**src/rtl/alu_seq_unit_if.sv**
```systemverilog
// rtl/alu_seq_unit_if.sv - request/response handshake bundle for alu_seq_unit
interface alu_seq_unit_if #(
  parameter int W = 8
);
  logic         ReqValid;
  logic         ReqReady;
  logic [2:0]   ReqOp;
  logic [W-1:0] InA;
  logic [W-1:0] InB;
  logic         RspValid;
  logic         RspReady;
  logic [W-1:0] RspOut;
  logic         RspCarry;
  logic         RspZero;

  // Requester side: issues operations and consumes results.
  modport master (
    output ReqValid, ReqOp, InA, InB, RspReady,
    input  ReqReady, RspValid, RspOut, RspCarry, RspZero
  );

  // Execution unit side.
  modport slave (
    input  ReqValid, ReqOp, InA, InB, RspReady,
    output ReqReady, RspValid, RspOut, RspCarry, RspZero
  );
endinterface

```
**src/rtl/alu_seq_unit.sv**
```systemverilog
// rtl/alu_seq_unit.sv - multi-cycle ALU responder with iterative one-bit shifter
module alu_seq_unit #(
  parameter int W  = 8,
  parameter int SW = $clog2(W)
) (
  input  logic         Clk,
  input  logic         Reset_n,
  alu_seq_unit_if.slave bus
);

  typedef enum logic [1:0] {S_IDLE, S_SHIFT, S_DONE} state_t;

  localparam logic [2:0] OP_ADD = 3'b000;
  localparam logic [2:0] OP_OR  = 3'b001;
  localparam logic [2:0] OP_XOR = 3'b010;
  localparam logic [2:0] OP_AND = 3'b011;
  localparam logic [2:0] OP_LT  = 3'b100;
  localparam logic [2:0] OP_EQ  = 3'b101;

  state_t        r_state;
  logic [W-1:0]  r_acc;       // shift accumulator, then the held result
  logic [SW-1:0] r_cnt;       // remaining shift steps
  logic          r_dir_right; // 1 = SRL, 0 = SLL
  logic          r_carry;
  logic          r_zero;
  logic          r_req_ready;
  logic          r_rsp_valid;

  logic [W:0]    w_sum;
  logic [W-1:0]  w_res;
  logic          w_car;
  logic [SW-1:0] w_amt;
  logic          w_is_shift;
  logic [W-1:0]  w_acc_next;
  logic          w_shift_out;

  assign w_amt      = bus.InB[SW-1:0];
  assign w_is_shift = bus.ReqOp[2] & bus.ReqOp[1];

  // Single-cycle result for every op that does not need the iterative shifter.
  always_comb begin
    w_sum = {1'b0, bus.InA} + {1'b0, bus.InB};
    w_res = '0;
    w_car = 1'b0;
    case (bus.ReqOp)
      OP_ADD: begin
        w_res = w_sum[W-1:0];
        w_car = w_sum[W];
      end
      OP_OR:   w_res = bus.InA | bus.InB;
      OP_XOR:  w_res = bus.InA ^ bus.InB;
      OP_AND:  w_res = bus.InA & bus.InB;
      OP_LT:   w_res = {{(W-1){1'b0}}, (bus.InA < bus.InB)};
      OP_EQ:   w_res = {{(W-1){1'b0}}, (bus.InA == bus.InB)};
      default: w_res = bus.InA;  // shift by zero passes A through
    endcase
  end

  // One step of the shifter in the latched direction.
  always_comb begin
    w_acc_next  = r_dir_right ? (r_acc >> 1) : (r_acc << 1);
    w_shift_out = r_dir_right ? r_acc[0] : r_acc[W-1];
  end

  // Control FSM with registered handshake and result outputs.
  always_ff @(posedge Clk) begin
    if (!Reset_n) begin
      r_state     <= S_IDLE;
      r_acc       <= '0;
      r_cnt       <= '0;
      r_dir_right <= 1'b0;
      r_carry     <= 1'b0;
      r_zero      <= 1'b0;
      r_req_ready <= 1'b1;
      r_rsp_valid <= 1'b0;
    end else begin
      case (r_state)
        S_IDLE: begin
          if (bus.ReqValid) begin
            r_req_ready <= 1'b0;
            if (w_is_shift && (w_amt != '0)) begin
              r_acc       <= bus.InA;
              r_cnt       <= w_amt;
              r_dir_right <= bus.ReqOp[0];
              r_carry     <= 1'b0;
              r_state     <= S_SHIFT;
            end else begin
              r_acc       <= w_res;
              r_carry     <= w_car;
              r_zero      <= (w_res == '0);
              r_rsp_valid <= 1'b1;
              r_state     <= S_DONE;
            end
          end
        end
        S_SHIFT: begin
          r_acc   <= w_acc_next;
          r_carry <= w_shift_out;
          r_cnt   <= r_cnt - SW'(1);
          if (r_cnt == SW'(1)) begin
            r_zero      <= (w_acc_next == '0);
            r_rsp_valid <= 1'b1;
            r_state     <= S_DONE;
          end
        end
        S_DONE: begin
          if (bus.RspReady) begin
            r_rsp_valid <= 1'b0;
            r_req_ready <= 1'b1;
            r_state     <= S_IDLE;
          end
        end
        default: r_state <= S_IDLE;
      endcase
    end
  end

  assign bus.ReqReady = r_req_ready;
  assign bus.RspValid = r_rsp_valid;
  assign bus.RspOut   = r_acc;
  assign bus.RspCarry = r_carry;
  assign bus.RspZero  = r_zero;

endmodule

```
**src/flat_wrapper.sv**
```systemverilog
// flat-port wrapper written by rule: the top's interface ports become plain ports
module alu_seq_unit_flat 
#(
  parameter int W  = 8,
  parameter int SW = $clog2(W)
)
  (Clk, Reset_n, bus_ReqValid, bus_ReqOp, bus_InA, bus_InB, bus_RspReady, bus_ReqReady, bus_RspValid, bus_RspOut, bus_RspCarry, bus_RspZero);
  alu_seq_unit_if #(.W(W)) bus_i ();
  input  logic Clk;
  input  logic Reset_n;
  input wire logic [$bits(bus_i.ReqValid)-1:0] bus_ReqValid;
  input wire logic [$bits(bus_i.ReqOp)-1:0] bus_ReqOp;
  input wire logic [$bits(bus_i.InA)-1:0] bus_InA;
  input wire logic [$bits(bus_i.InB)-1:0] bus_InB;
  input wire logic [$bits(bus_i.RspReady)-1:0] bus_RspReady;
  output wire logic [$bits(bus_i.ReqReady)-1:0] bus_ReqReady;
  output wire logic [$bits(bus_i.RspValid)-1:0] bus_RspValid;
  output wire logic [$bits(bus_i.RspOut)-1:0] bus_RspOut;
  output wire logic [$bits(bus_i.RspCarry)-1:0] bus_RspCarry;
  output wire logic [$bits(bus_i.RspZero)-1:0] bus_RspZero;
  assign bus_i.ReqValid = bus_ReqValid;
  assign bus_i.ReqOp = bus_ReqOp;
  assign bus_i.InA = bus_InA;
  assign bus_i.InB = bus_InB;
  assign bus_i.RspReady = bus_RspReady;
  assign bus_ReqReady = bus_i.ReqReady;
  assign bus_RspValid = bus_i.RspValid;
  assign bus_RspOut = bus_i.RspOut;
  assign bus_RspCarry = bus_i.RspCarry;
  assign bus_RspZero = bus_i.RspZero;
  alu_seq_unit #(.W(W), .SW(SW)) u_core (.Clk(Clk), .Reset_n(Reset_n), .bus(bus_i));
endmodule
```
**config.mk**
```make
export PLATFORM = sky130hd
export DESIGN_NAME = alu_seq_unit_flat
export DESIGN_NICKNAME = d
export VERILOG_FILES = /design/src/rtl/alu_seq_unit_if.sv /design/src/rtl/alu_seq_unit.sv /design/src/flat_wrapper.sv
export SDC_FILE = /design/constraint.sdc
export NUM_CORES = 1
export LEC_CHECK = 0
export ABC_AREA = 1
export BUFFER_PORTS_ARGS = -buffer_cell sky130_fd_sc_hd__buf_4
export CAP_MARGIN = 20
export CORE_MARGIN = 3
export CORE_UTILIZATION = 25
export DETAILED_ROUTE_END_ITERATION = 12
export PLACE_DENSITY = 0.5
export SYNTH_ARGS = -nofsm -noshare
export SYNTH_HDL_FRONTEND = slang
export SYNTH_SLANG_ARGS = --single-unit
```
**constraint.sdc**
```tcl
create_clock -name Clk -period 2.06 [get_ports Clk]
set_clock_uncertainty 0.15 [all_clocks]
set_input_delay 0.309 -clock Clk [delete_from_list [all_inputs] [get_ports Clk]]
set_output_delay 0.309 -clock Clk [all_outputs]
set_load 0.02 [all_outputs]
```
==> results of run 1 <==
worst min-delay path, delay by kind of cell:
| family | cells | cell delay [ps] |
|---|---|---|
| buffers and inverters | 2 | 110 |
| and+or+nand+nor | 1 | 50 |
| AOI/OAI and AO/OA | 1 | 50 |
worst max-delay path by stage:
stage | start | to
after detailed placement | bus_InB[0] | u_core.bus.RspZero
after floorplan | bus_InB[0] | u_core.bus.RspZero
after global routing | bus_InB[0] | u_core.bus.RspZero
after global placement | bus_InB[0] | u_core.bus.RspZero
final | bus_InB[0] | u_core.bus.RspZero
after CTS | bus_InB[0] | u_core.bus.RspZero
flip-flops by register name, indices dropped and copies added, names as in the netlist:
signal,flops
u_core.bus.RspZero,1
u_core.bus.RspCarry,1
u_core.bus.ReqReady,1
u_core.bus.RspValid,1
u_core.r_state,2
u_core.r_cnt,3
u_core.r_dir_right,1
u_core.bus.RspOut,8
per-stage QoR:
step / instances / utilization / cell area (µm²) / TNS (ps) / hold WS [ps]
3_5_place_dp: 489 / 0.3186 / 2487 / -308.9 / 313.5
6_report: 493 / 0.3260 / 2545 / 0 / 159.1
2_1_floorplan: 341 / - / 2024 / 0 / 322.7
5_1_grt: 493 / 0.3260 / 2545 / 0 / 172.5
4_1_cts: 493 / 0.3256 / 2542 / 0 / 163.0
3_3_place_gp: 489 / 0.3186 / 2487 / -153.3 / 305.0
layer usage:
metal / track usage / wire [µm]
met2: 0.1875 / 2451
met5: 0 / 0
met4: 0.03436 / 118
met3: 0.02267 / 364
met1: 0.1994 / 2953
report_power, final:
part           total, mW  leakage, nW  switching, mW  internal (mW)
registers          0.410        0.148         0.0266          0.384
clock network      0.298       0.0288          0.128          0.170
logic              0.526         1.17          0.316          0.210
total               1.23         1.35          0.471          0.764
Yosys cell counts (all sizes together), types with 2 or more instances:
library cell   n
buf            3
nand2         96
ha            26
o21ai         23
a31oi          5
nor2          42
dfxtp         18
inv           62
a21oi         22
nand3         23
o221ai         2
nand4          4
nor4           2
layout make-up:
cell class | count | area (µm²)
Clock buffer | 4 | 55.05
Fill cell | 878 | 5263
Sequential cell | 18 | 360.3
Tap cell | 102 | 127.6
Inverter | 63 | 236.5
Multi-Input combinational cell | 255 | 1383
Timing Repair Buffer | 51 | 382.9
what timing repair did:
action / CTS / global route
endpoints found under the hold margin: 0 / 0
resized for setup: 0 / 1
setup endpoints to repair: 0 / 2
cells in the final DEF (no fill, tap or decap):
cell and count:
nor3b_1 1, a21oi_1 22, nand2_2 2, o21ai_1 3
nand3_1 22, nor2_2 4, or2_2 1, nor3_2 1
clkbuf_8 4, buf_4 51, inv_2 4, inv_1 58
nor2_1 38, a31oi_1 5, clkinv_1 1, nor4_1 2
mux2i_1 1, fa_2 1, dfxtp_1 18, nand4_1 4
o21a_1 1, o22ai_1 1, nand3_2 1, o211ai_1 1
nand3b_1 1, o21ai_0 20, o31ai_1 1, o221ai_1 2
nand2_1 94, ha_1 26
cells by family (layout without fill, tap and decap cells):
logic type / Yosys count / in the layout / synth area share
AND/OR/NAND/NOR: 171 / 171 / 0.3566
adder cells (fa/ha/maj): 27 / 27 / 0.1706
buffers and inverters: 68 / 118 / 0.1403
multiplexers: 1 / 1 / 0.004945
flip-flops: 18 / 18 / 0.1780
AO/OA/AOI/OAI: 56 / 56 / 0.1496
==> flow_summary.yaml, run 1 <==
run_status:
  outcome: "complete, no violations"
floorplan:
  io_pins: 35
  dieArea_um2: 9213
  floorplan.initialDensity: 0.2593
  die_w_um: 95.99
  rows: 32
  die_y_um: 95.99
  coreArea_um2: 7807
cts:
  cts-root-buf: "clkbuf_8"
  tritoncts: "yes"
  clk_path_buf_depth: 2
  cts.sinks: 18
  numCtsBuffers: 3
  path_clk_slew_ps: 70
  ctsHoldBuffers: 0
  cts_htree_levels: 1
  post-cts-setup-buffer-count: 0
  clk_latency_ps: 260
synthesis:
  synth-seq-cells: 18
  ys_warn_count: 0
  synthDistinctLibCells: 33
  synth-edff-count: 0
  syn-instance-count: 341
  synth_nets: 391
  synth.cell_area_um2: 2024
  synth_top_area_share: 0.1780
  synth_ff_type: "dfxtp_1"
  yosys-top-cells-area: "dfxtp_1 (18%), nand2_1 (17%), ha_1 (16%)"
  syn_avg_cell_area_um2: 5.937
  async_flop_share: 0
  seq_area_frac_synth: 0.1780
  synth_area_leader_cell: "dfxtp_1"
final_layout:
  final_layout_size_suffix_gt1_frac: 0.1765
  syn2layout_area_growth_pct: 25.71
  fin_nets: 442
  antenna_cells: 0
setup_path:
  worst-r2r-setup-slack_ps: 340
  path_delay_family: "simple AND/OR/NAND/NOR gates"
  cp.required_ps: 2060
  cpMostUsedCell: "nand2_1"
  cp-start-kind: "input port"
  cp_max_fo: 3
  path_depth: 15
  r2r-start: "u_core.r_state[1]"
  path_buf_inv: 2
  crit_type: "in2reg"
  end_kind: "flop"
  arrival_ps: 1850
  path_cells: "buf_4 -> ha_1 -> fa_2 -> nand2_1 -> nand2_1 -> nand3b_1 -> nand2_1 -> nand2_1 -> nand3_1 -> nand2_1 -> nand2_1 -> nand2_1 -> inv_1 -> nand3_1 -> a21oi_1"
  max_stage_delay_ps: 350
  r2r_end: "u_core.bus.RspOut[4]"
  ff2ff_path_depth: 7
  slowest_stage: "fa_2"
grt:
  grt_pass1_wl_um: 9501
  overflow: 0
  grt_use_total: 0.1313
  grt_start_max_net_pins: 12
  antenna_found_initial: 0
  grt_pass1_vias: 2000
drt:
  drtPass1Iterations: 5
  viasPerCell: 4.627
  drtAntennaViolNets: 0
  wire_per_inst_um: 11.94
  drt-initial-drc-count: 153
  vias: 2281
  routed_wl_um: 5888
  drc_errors: 0
pwr:
  power_density_nw_per_um2: 485.2
  vdd_drop_max_mv: 0.2027
  p_leak_nw: 1.351
  power_mw: 1.235
run:
  max-cap-violations: 0
timing:
  tightestPinTransition_ps: 538.8
  finalMaxSlewViolations: 0
  min_period_over_period: 0.8995
  fin_ws_ps: 207.1
  timing.fmax_ghz: 0.5397
  fin_crit_ps: 1853
  setup_violations: 0
  hold_violations: 0
  slew_headroom: 0.6395
  rsz0062_at_grt: "no"
min_path:
  hp-start: "bus_RspReady"
  whs_endpoint: "u_core.r_state[1]"
  hold_class: "in2reg"
  hold_path_depth: 4
placement:
  portBuffers: 34
  dp_slack_ps: -134.9
  gp_congestion: 0.8276
  hpwlAfterDp_um: 4832
No activity file was read; power rests on OpenSTA's default activity.
==> inputs of run 2 (changes only) <==
--- a/config.mk
+++ b/config.mk
@@ -11,7 +11,6 @@
 export CORE_MARGIN = 3
 export CORE_UTILIZATION = 25
 export DETAILED_ROUTE_END_ITERATION = 12
-export PLACE_DENSITY = 0.5
 export SYNTH_ARGS = -nofsm -noshare
 export SYNTH_HDL_FRONTEND = slang
 export SYNTH_SLANG_ARGS = --single-unit
==> flow_summary.yaml, run 2 (synthesis results as in run 1) <==
min_path:
  hold_path_depth: 4
  hold_class: "in2reg"
  hp-start: "bus_RspReady"
  whs_endpoint: "u_core.r_state[1]"
grt:
  grt_pass1_wl_um: 9377
  grt_use_total: 0.1263
  grt_pass1_vias: 2060
  overflow: 0
  antenna_found_initial: 0
  grt_start_max_net_pins: 12
setup_path:
  path_cells: "buf_4 -> ha_1 -> fa_2 -> nand2_1 -> nand2_1 -> nand3b_1 -> nand2_1 -> nand2_1 -> nand3_1 -> nand2_2 -> buf_4 -> nand3_1 -> a31oi_1"
  end_kind: "flop"
  r2r-start: "u_core.r_state[1]"
  path_delay_family: "simple AND/OR/NAND/NOR gates"
  cp-start-kind: "input port"
  max_stage_delay_ps: 350
  arrival_ps: 1870
  worst-r2r-setup-slack_ps: 360
  cp_max_fo: 3
  r2r_end: "u_core.bus.RspOut[3]"
  cp.required_ps: 2090
  ff2ff_path_depth: 7
  path_buf_inv: 2
  crit_type: "in2reg"
  cpMostUsedCell: "nand2_1"
  slowest_stage: "fa_2"
floorplan:
  floorplan.initialDensity: 0.2593
  die_y_um: 95.99
  dieArea_um2: 9213
  io_pins: 35
  rows: 32
  coreArea_um2: 7807
  die_w_um: 95.99
drt:
  drtAntennaViolNets: 0
  wire_per_inst_um: 11.81
  vias: 2270
  drc_errors: 0
  routed_wl_um: 5785
  drtPass1Iterations: 5
  viasPerCell: 4.633
  drt-initial-drc-count: 197
pwr:
  vdd_drop_max_mv: 0.2469
  power_density_nw_per_um2: 484.1
  p_leak_nw: 1.335
  power_mw: 1.222
final_layout:
  final_layout_size_suffix_gt1_frac: 0.1727
  layout_common_cells: "nand2_1 (93), inv_1 (58), buf_4 (48)"
  post-route-util: 0.3234
  antenna_cells: 0
  syn2layout_area_growth_pct: 24.72
  largest_reg_flops: 8
  fin_nets: 439
  final_common_cell: "nand2_1"
run_status:
  outcome: "complete, no violations"
placement:
  gp_congestion: 0.8783
  hpwlAfterDp_um: 4673
  portBuffers: 34
cts:
  post-cts-setup-buffer-count: 0
  cts.sinks: 18
  cts_htree_levels: 1
  cts_resized: 0
  numCtsBuffers: 3
  clk_path_buf_depth: 2
  tritoncts: "yes"
  path_clk_slew_ps: 70
  clk_latency_ps: 250
  ctsHoldBuffers: 0
  cts-root-buf: "clkbuf_8"
timing:
  timing.fmax_ghz: 0.5451
  slew_headroom: 0.6481
  tightestPinTransition_ps: 526.0
  setup_violations: 0
  min_period_over_period: 0.8906
  fin_crit_ps: 1835
  hold_violations: 0
  rsz0062_at_grt: "no"
  finalMaxSlewViolations: 0
run:
  max-cap-violations: 0
run 2: worst reg2reg max path, cell delays in order (launching register included):
cell and delay (ps):
dfxtp_1 360, nor2_1 70, inv_1 90, nor2_2 90, nor2_1 420, inv_2 150, o21ai_0 200, a21oi_1 60
run 2: area by class of cell:
class | instances | area, µm²
flip-flops and latches | 18 | 360.3
fillers | 856 | 5283
well taps | 102 | 127.6
inverters | 63 | 236.5
multi-input cells | 255 | 1385
clock buffers | 4 | 55.05
repair buffers | 48 | 360.3
run 2: worst max path at each step:
stage	start	to	slack, ps	depth (start not counted)
floorplan	bus_InB[0]	u_core.bus.RspZero	180	14
global placement	bus_InB[0]	u_core.bus.RspZero	-60	15
detailed placement	bus_InB[0]	u_core.bus.RspZero	-90	15
CTS	bus_InB[0]	u_core.bus.RspZero	190	15
global route	bus_InB[0]	u_core.bus.RspOut[6]	5	13
finish	bus_InB[0]	u_core.bus.RspOut[6]	230	13
run 2: through the flow:
step | hold slack, ps | worst slack (ps) | instance area, µm² | std cells | TNS (ps)
finish | 166.2 | 225.4 | 2525 | 490 | 0
CTS | 163.5 | 187.7 | 2520 | 490 | 0
global route | 208.2 | 4.692 | 2525 | 490 | 0
detailed placement | 305.8 | -87.36 | 2465 | 486 | -183.8
global placement | 300.5 | -62.52 | 2465 | 486 | -108.5
floorplan | 322.7 | 179.4 | 2024 | 341 | 0
run 2: per-layer routing:
layer,vias up,wire length [µm],GRT usage
met5,-,0,0
met4,0,51,0.01540
met3,6,387,0.02033
met2,90,2560,0.2001
met1,1004,2785,0.1837
li1,1170,-,-
run 2: power breakdown:
group          internal (mW)  switching [mW]  total, mW
Combinational          0.205           0.313      0.519
Sequential             0.384          0.0294      0.413
Clock                  0.170           0.121      0.290
Total                  0.759           0.463       1.22
